`src/rtl/clock_divider_multi_if.sv`:
```
// Control/status bundle for the multi-channel clock divider.
// The master drives the controls and divisors, and the slave returns the per-channel outputs.
interface clock_divider_multi_if #(
  parameter int unsigned NUM_CH = 2,
  parameter int unsigned WIDTH  = 28
);
  logic                      en;
  logic                      sync;
  logic [NUM_CH-1:0]         load;
  logic [NUM_CH*WIDTH-1:0]   div_in;
  logic [NUM_CH-1:0]         clock_out;
  logic [NUM_CH-1:0]         tick;
  logic [NUM_CH-1:0]         pending;

  modport master (
    output en, sync, load, div_in,
    input  clock_out, tick, pending
  );

  modport slave (
    input  en, sync, load, div_in,
    output clock_out, tick, pending
  );
endinterface

```
`src/rtl/clock_divider_multi.sv`:
```
// Multi-channel programmable clock divider with tick strobes.
// A new divisor takes effect only at a period boundary, so the output has no glitch. Sync restarts all channels at phase 0.
module clock_divider_multi #(
  parameter int unsigned      NUM_CH      = 2,
  parameter int unsigned      WIDTH       = 28,
  parameter logic [WIDTH-1:0] DIV_DEFAULT = WIDTH'(20000000)
) (
  input logic                  clock_in,
  input logic                  reset,
  clock_divider_multi_if.slave bus
);

  localparam logic [WIDTH-1:0] DIV_MIN = WIDTH'(2);
  localparam logic [WIDTH-1:0] DIV_RST = (DIV_DEFAULT < DIV_MIN) ? DIV_MIN : DIV_DEFAULT;

  logic [NUM_CH-1:0] clk_vec;
  logic [NUM_CH-1:0] tick_vec;
  logic [NUM_CH-1:0] pend_vec;

  for (genvar ch = 0; ch < NUM_CH; ch++) begin : g_ch
    logic [WIDTH-1:0] cnt_q, cnt_d;
    logic [WIDTH-1:0] div_act_q, div_act_d;
    logic [WIDTH-1:0] div_pend_q, div_pend_d;
    logic [WIDTH-1:0] div_in_c, load_val_c, cnt_inc_c;
    logic             pend_q, pend_d;
    logic             clk_q, clk_d;
    logic             tick_q, tick_d;
    logic             wrap_c;

    assign div_in_c   = bus.div_in[ch*WIDTH +: WIDTH];
    assign load_val_c = (div_in_c < DIV_MIN) ? DIV_MIN : div_in_c;
    assign wrap_c     = (cnt_q == div_act_q - WIDTH'(1));
    assign cnt_inc_c  = wrap_c ? '0 : cnt_q + WIDTH'(1);

    // Next-state: sync beats en. A load that lands on a wrap edge bypasses the pending stage.
    always_comb begin
      cnt_d      = cnt_q;
      div_act_d  = div_act_q;
      div_pend_d = div_pend_q;
      pend_d     = pend_q;
      clk_d      = clk_q;
      tick_d     = 1'b0;
      if (bus.sync) begin
        cnt_d  = '0;
        clk_d  = 1'b1;
        pend_d = 1'b0;
        if (bus.load[ch]) begin
          div_act_d  = load_val_c;
          div_pend_d = load_val_c;
        end else if (pend_q) begin
          div_act_d = div_pend_q;
        end
      end else if (bus.en) begin
        cnt_d  = cnt_inc_c;
        tick_d = wrap_c;
        if (bus.load[ch]) begin
          div_pend_d = load_val_c;
          if (wrap_c) begin
            div_act_d = load_val_c;
            pend_d    = 1'b0;
          end else begin
            pend_d = 1'b1;
          end
        end else if (wrap_c && pend_q) begin
          div_act_d = div_pend_q;
          pend_d    = 1'b0;
        end
        clk_d = (cnt_d < (div_act_d >> 1));
      end else if (bus.load[ch]) begin
        div_pend_d = load_val_c;
        pend_d     = 1'b1;
      end
    end

    always_ff @(posedge clock_in) begin
      if (reset) begin
        cnt_q      <= '0;
        div_act_q  <= DIV_RST;
        div_pend_q <= DIV_RST;
        pend_q     <= 1'b0;
        clk_q      <= 1'b0;
        tick_q     <= 1'b0;
      end else begin
        cnt_q      <= cnt_d;
        div_act_q  <= div_act_d;
        div_pend_q <= div_pend_d;
        pend_q     <= pend_d;
        clk_q      <= clk_d;
        tick_q     <= tick_d;
      end
    end

    assign clk_vec[ch]  = clk_q;
    assign tick_vec[ch] = tick_q;
    assign pend_vec[ch] = pend_q;
  end

  assign bus.clock_out = clk_vec;
  assign bus.tick      = tick_vec;
  assign bus.pending   = pend_vec;

endmodule

```
`src/flat_wrapper.sv`:
```
// flat-port wrapper written by rule: the top's interface ports become plain ports
module clock_divider_multi_flat 
#(
  parameter int unsigned      NUM_CH      = 2,
  parameter int unsigned      WIDTH       = 28,
  parameter logic [WIDTH-1:0] DIV_DEFAULT = WIDTH'(20000000)
)
  (clock_in, reset, bus_en, bus_sync, bus_load, bus_div_in, bus_clock_out, bus_tick, bus_pending);
  clock_divider_multi_if #(.NUM_CH(NUM_CH), .WIDTH(WIDTH)) bus_i ();
  input logic clock_in;
  input logic reset;
  input wire logic [$bits(bus_i.en)-1:0] bus_en;
  input wire logic [$bits(bus_i.sync)-1:0] bus_sync;
  input wire logic [$bits(bus_i.load)-1:0] bus_load;
  input wire logic [$bits(bus_i.div_in)-1:0] bus_div_in;
  output wire logic [$bits(bus_i.clock_out)-1:0] bus_clock_out;
  output wire logic [$bits(bus_i.tick)-1:0] bus_tick;
  output wire logic [$bits(bus_i.pending)-1:0] bus_pending;
  assign bus_i.en = bus_en;
  assign bus_i.sync = bus_sync;
  assign bus_i.load = bus_load;
  assign bus_i.div_in = bus_div_in;
  assign bus_clock_out = bus_i.clock_out;
  assign bus_tick = bus_i.tick;
  assign bus_pending = bus_i.pending;
  clock_divider_multi #(.NUM_CH(NUM_CH), .WIDTH(WIDTH), .DIV_DEFAULT(DIV_DEFAULT)) u_core (.clock_in(clock_in), .reset(reset), .bus(bus_i));
endmodule
```
`config.mk`:
```
export PLATFORM = sky130hd
export DESIGN_NAME = clock_divider_multi_flat
export DESIGN_NICKNAME = d
export VERILOG_FILES = /design/src/rtl/clock_divider_multi_if.sv /design/src/rtl/clock_divider_multi.sv /design/src/flat_wrapper.sv
export SDC_FILE = /design/constraint.sdc
export NUM_CORES = 1
export LEC_CHECK = 0
export CORE_MARGIN = 2
export CORE_UTILIZATION = 48
export DETAILED_ROUTE_END_ITERATION = 10
export PLACE_DENSITY = 0.66
export SKIP_LAST_GASP = 1
export SLEW_MARGIN = 15
export SYNTH_ARGS = -nofsm -noshare
export SYNTH_HDL_FRONTEND = slang
export SYNTH_SLANG_ARGS = --single-unit
export TNS_END_PERCENT = 1
```
`constraint.sdc`:
```
create_clock -name clock_in -period 6.33 [get_ports clock_in]
set_input_delay 1.266 -clock clock_in [delete_from_list [all_inputs] [get_ports clock_in]]
set_output_delay 1.266 -clock clock_in [all_outputs]
set_load 0.03 [all_outputs]
```
==> out/qor.yml <==
outcome: "completed"
synth-main-ff-cell: "dfxtp_1"
start_util: 0.4892
routed_wl_um: 48360
antenna_found_initial: 0
synth_cell_types: 82
start_kind: "flop"
yosys.area_share.simple: 0.2842
htree_levels: 4
drive_gt1_frac: 0.06566
die_x_um: 175.5
cts_sinks: 174
n_antenna_cell: 0
wire_per_inst_um: 21.57
synth_edf_count: 0
holdBufCountCts: 0
worst_ep_required_time_ns: 6.71
finalMaxSlewViolations: 0
maxCapViolCount: 0
synth-xor-area-share: 0.06886
yosys-mux-area-fraction: 0.03350
setup_tns_ns: 0
io_buffers: 67
setup_viol: 0
area_growth_pct: 9.235
clkLatencyLatePin_ns: 0.45
die_h_um: 175.5
via_per_inst: 6.475
first_pass_iters: 6
period_needed_ns: 5.715
synth_cells: 1888
cp.arrival_ns: 6.09
clk_pin_slew_ns: 0.07
grt_setup_unrepaired: "no"
num_rows: 62
fmax_ghz: 0.1750
track_usage: 0.3092
power.leakage_nw: 5.680
path_max_fanout: 20
regArea_um2: 3483
tightest_slew_ns: 1.152
cp-end-kind: "flop"
final-hold-violation-count: 0
finalCritPeriodShare: 0.9029
gp_congestion: 0.9226
power_density_nw_per_um2: 181.7
final_antenna_net_count: 0
cts_made_buffers: 17
core_um2: 28860
hp-class: "flop to flop"
hold_slack_ns: 0.4996
grt-ovfl-total: 0
postSynth.asyncResetShare: 0
grt_pass1_vias: 13761
syn_nets: 2006
synth_seq_cells: 174
syn_area_per_cell_um2: 7.477
via_count: 14516
n_fill_cell: 2820
drc_errors: 0
finClkSkew_ns: 0.01642
drt_iter0_markers: 1124
yosysSeqAreaShare: 0.2467
synthAdderAreaFrac: 0.04963
netlist_area_um2: 14120
multiInputGateArea_um2: 9776
dieArea_um2: 30800
synth_top_family_by_area: "simple AND/OR/NAND/NOR gates"
grt_pass1_wl_um: 75470
ir_worst_vdd_mv: 0.1927
synth_compound_gate_area_share: 0.2543
nets: 1964
cts_tree: "yes"
relSlewSlack: 0.2295
crit_type: "flop to flop"
ctsLongestPathBuffers: 2
cts_root_buf: "clkbuf_16"
hpwl_um: 34700
grt_max_degree: 52
ys_warn_count: 0
io_pins: 68
area by class of cell:
cell class	count	share of cell area
Clock buffer	18	0.02783
Clock inverter	13	0.008600
Inverter	49	0.01193
Multi-Input combinational cell	1499	0.6339
Sequential cell	174	0.2259
Tap cell	384	0.03116
Timing Repair Buffer	105	0.06069
sequential cells by signal, summed over array words and instances (netlist names):
name and cells:
u_core.g_ch.cnt_q 56, u_core.g_ch.div_act_q 56, u_core.g_ch.div_pend_q 56, u_core.g_ch.clk_q 2, u_core.g_ch.pend_q 2, u_core.g_ch.tick_q 2
cell usage in the layout (no fill, tap or decap), types with 7 or more instances in the layout:
cell type and count:
or3_1 21, o41ai_1 18, a2bb2oi_1 37, ha_1 56, a311o_1 19, a32oi_1 7, xnor2_1 55, mux2i_1 30
a22oi_1 11, and2_1 21, or2_2 9, a211oi_1 14, o21a_1 23, dfxtp_1 174, or4_1 9, a32o_1 8
nand2_1 148, nand3_1 63, o21ai_0 72, o31ai_1 30, xor2_1 56, nand4_1 35, and4_1 13, mux2_2 14
nor2b_1 33, clkbuf_16 17, inv_1 47, nor2_1 191, nand3b_1 18, a21o_1 28, nand2b_1 52, o221ai_1 18
nor3_1 59, nor4_1 36, o211ai_1 21, buf_4 38, a21oi_1 156, clkdlybuf4s50_1 63, and3_1 23
per-stage QoR:
step	instance area (µm²)	std cells	util	total power [W]	worst slack, ns
global placement	14850	2211	0.5146	0.001739	0.7739
detailed placement	14850	2211	0.5146	0.001744	0.6009
CTS	15410	2242	0.5341	0.002795	0.5558
global route	15420	2242	0.5344	0.002907	0.1785
floorplan	14120	1888	-	0.001568	1.130
finish	15420	2242	0.5344	0.002801	0.6145
final timing paths:
check / slack, ns / cells after the start / end / start
worst max register to register: 0.61 / 21 / u_core.g_ch[0].clk_q$_SDFFE_PP0N_ / u_core.g_ch[0].div_act_q[1]$_SDFFE_PP0P_
worst min register to register: 0.50 / 2 / u_core.g_ch[0].div_pend_q[10]$_SDFFE_PP1P_ / u_core.g_ch[0].div_pend_q[10]$_SDFFE_PP1P_
worst min-delay path: 0.50 / 2 / u_core.g_ch[0].div_pend_q[10]$_SDFFE_PP1P_ / u_core.g_ch[0].div_pend_q[10]$_SDFFE_PP1P_
worst max-delay path: 0.61 / 21 / u_core.g_ch[0].clk_q$_SDFFE_PP0N_ / u_core.g_ch[0].div_act_q[1]$_SDFFE_PP0P_
layer usage:
layer  track usage  share of wire  vias to the layer above
li1              -              -                     6847
met1        0.3501           0.39                     6900
met2        0.5435           0.49                      590
met3       0.03918          0.052                      179
met4        0.2083          0.073                        0
met5             0              0                        -
kinds of logic after synthesis:
| kind of cell | Yosys count |
|---|---|
| buf+inv | 215 |
| compound gates | 522 |
| xor+xnor | 111 |
| mux | 45 |
| flops | 174 |
| simple gates | 765 |
| fa+ha+maj | 56 |
worst max-delay path, stage by stage, from the launching register on:
cell and delay [ns]:
dfxtp_1 0.39, inv_1 0.09, ha_1 0.27, or4b_4 0.59, or3_1 0.35, or3_1 0.34
a22oi_1 0.27, o2111ai_2 0.18, buf_4 0.26, nor4_4 0.28, nand2_2 0.32, buf_4 0.32
a2bb2oi_1 0.14, o21ai_0 0.33, ha_1 0.34, a21oi_1 0.16, nor2b_1 0.06, a2111oi_0 0.36
o21ai_0 0.16, a211oi_1 0.20, o2bb2ai_1 0.08, a31oi_1 0.13
Yosys cell counts, types with 19 or more instances:
cell / count / share of area
mux2i_1: 30 / 0.021
a311o_1: 19 / 0.013
or3_1: 21 / 0.0093
clkbuf_1: 119 / 0.032
nand2b_1: 52 / 0.023
xnor2_1: 55 / 0.034
dfxtp_1: 174 / 0.25
o31ai_1: 30 / 0.016
and3_1: 23 / 0.010
buf_2: 20 / 0.0071
nor3_1: 60 / 0.021
a21o_1: 28 / 0.015
nand2_1: 149 / 0.040
o21ai_0: 73 / 0.026
a21oi_1: 156 / 0.055
o211ai_1: 21 / 0.011
inv_1: 47 / 0.012
nor4_1: 36 / 0.016
nor2b_1: 33 / 0.015
a2bb2oi_1: 37 / 0.023
ha_1: 56 / 0.050
o21a_1: 23 / 0.012
nand4_1: 35 / 0.016
nand3_1: 63 / 0.022
nor2_1: 193 / 0.051
xor2_1: 56 / 0.035
and2_1: 21 / 0.0093
report_power, final:
part,total [W],switching (W),internal (W)
Sequential,0.00121,0.0000727,0.00114
Clock,0.00107,0.000517,0.000549
Combinational,0.000523,0.000313,0.000210
Total,0.00280,0.000903,0.00190
repair_timing:
| action | in CTS | in global routing |
|---|---|---|
| setup buffers | 0 | 0 |
| endpoints found under the setup margin | 0 | 1 |
| gates resized for setup | 0 | 1 |
Note: power is estimated with default switching activity, not from simulation.
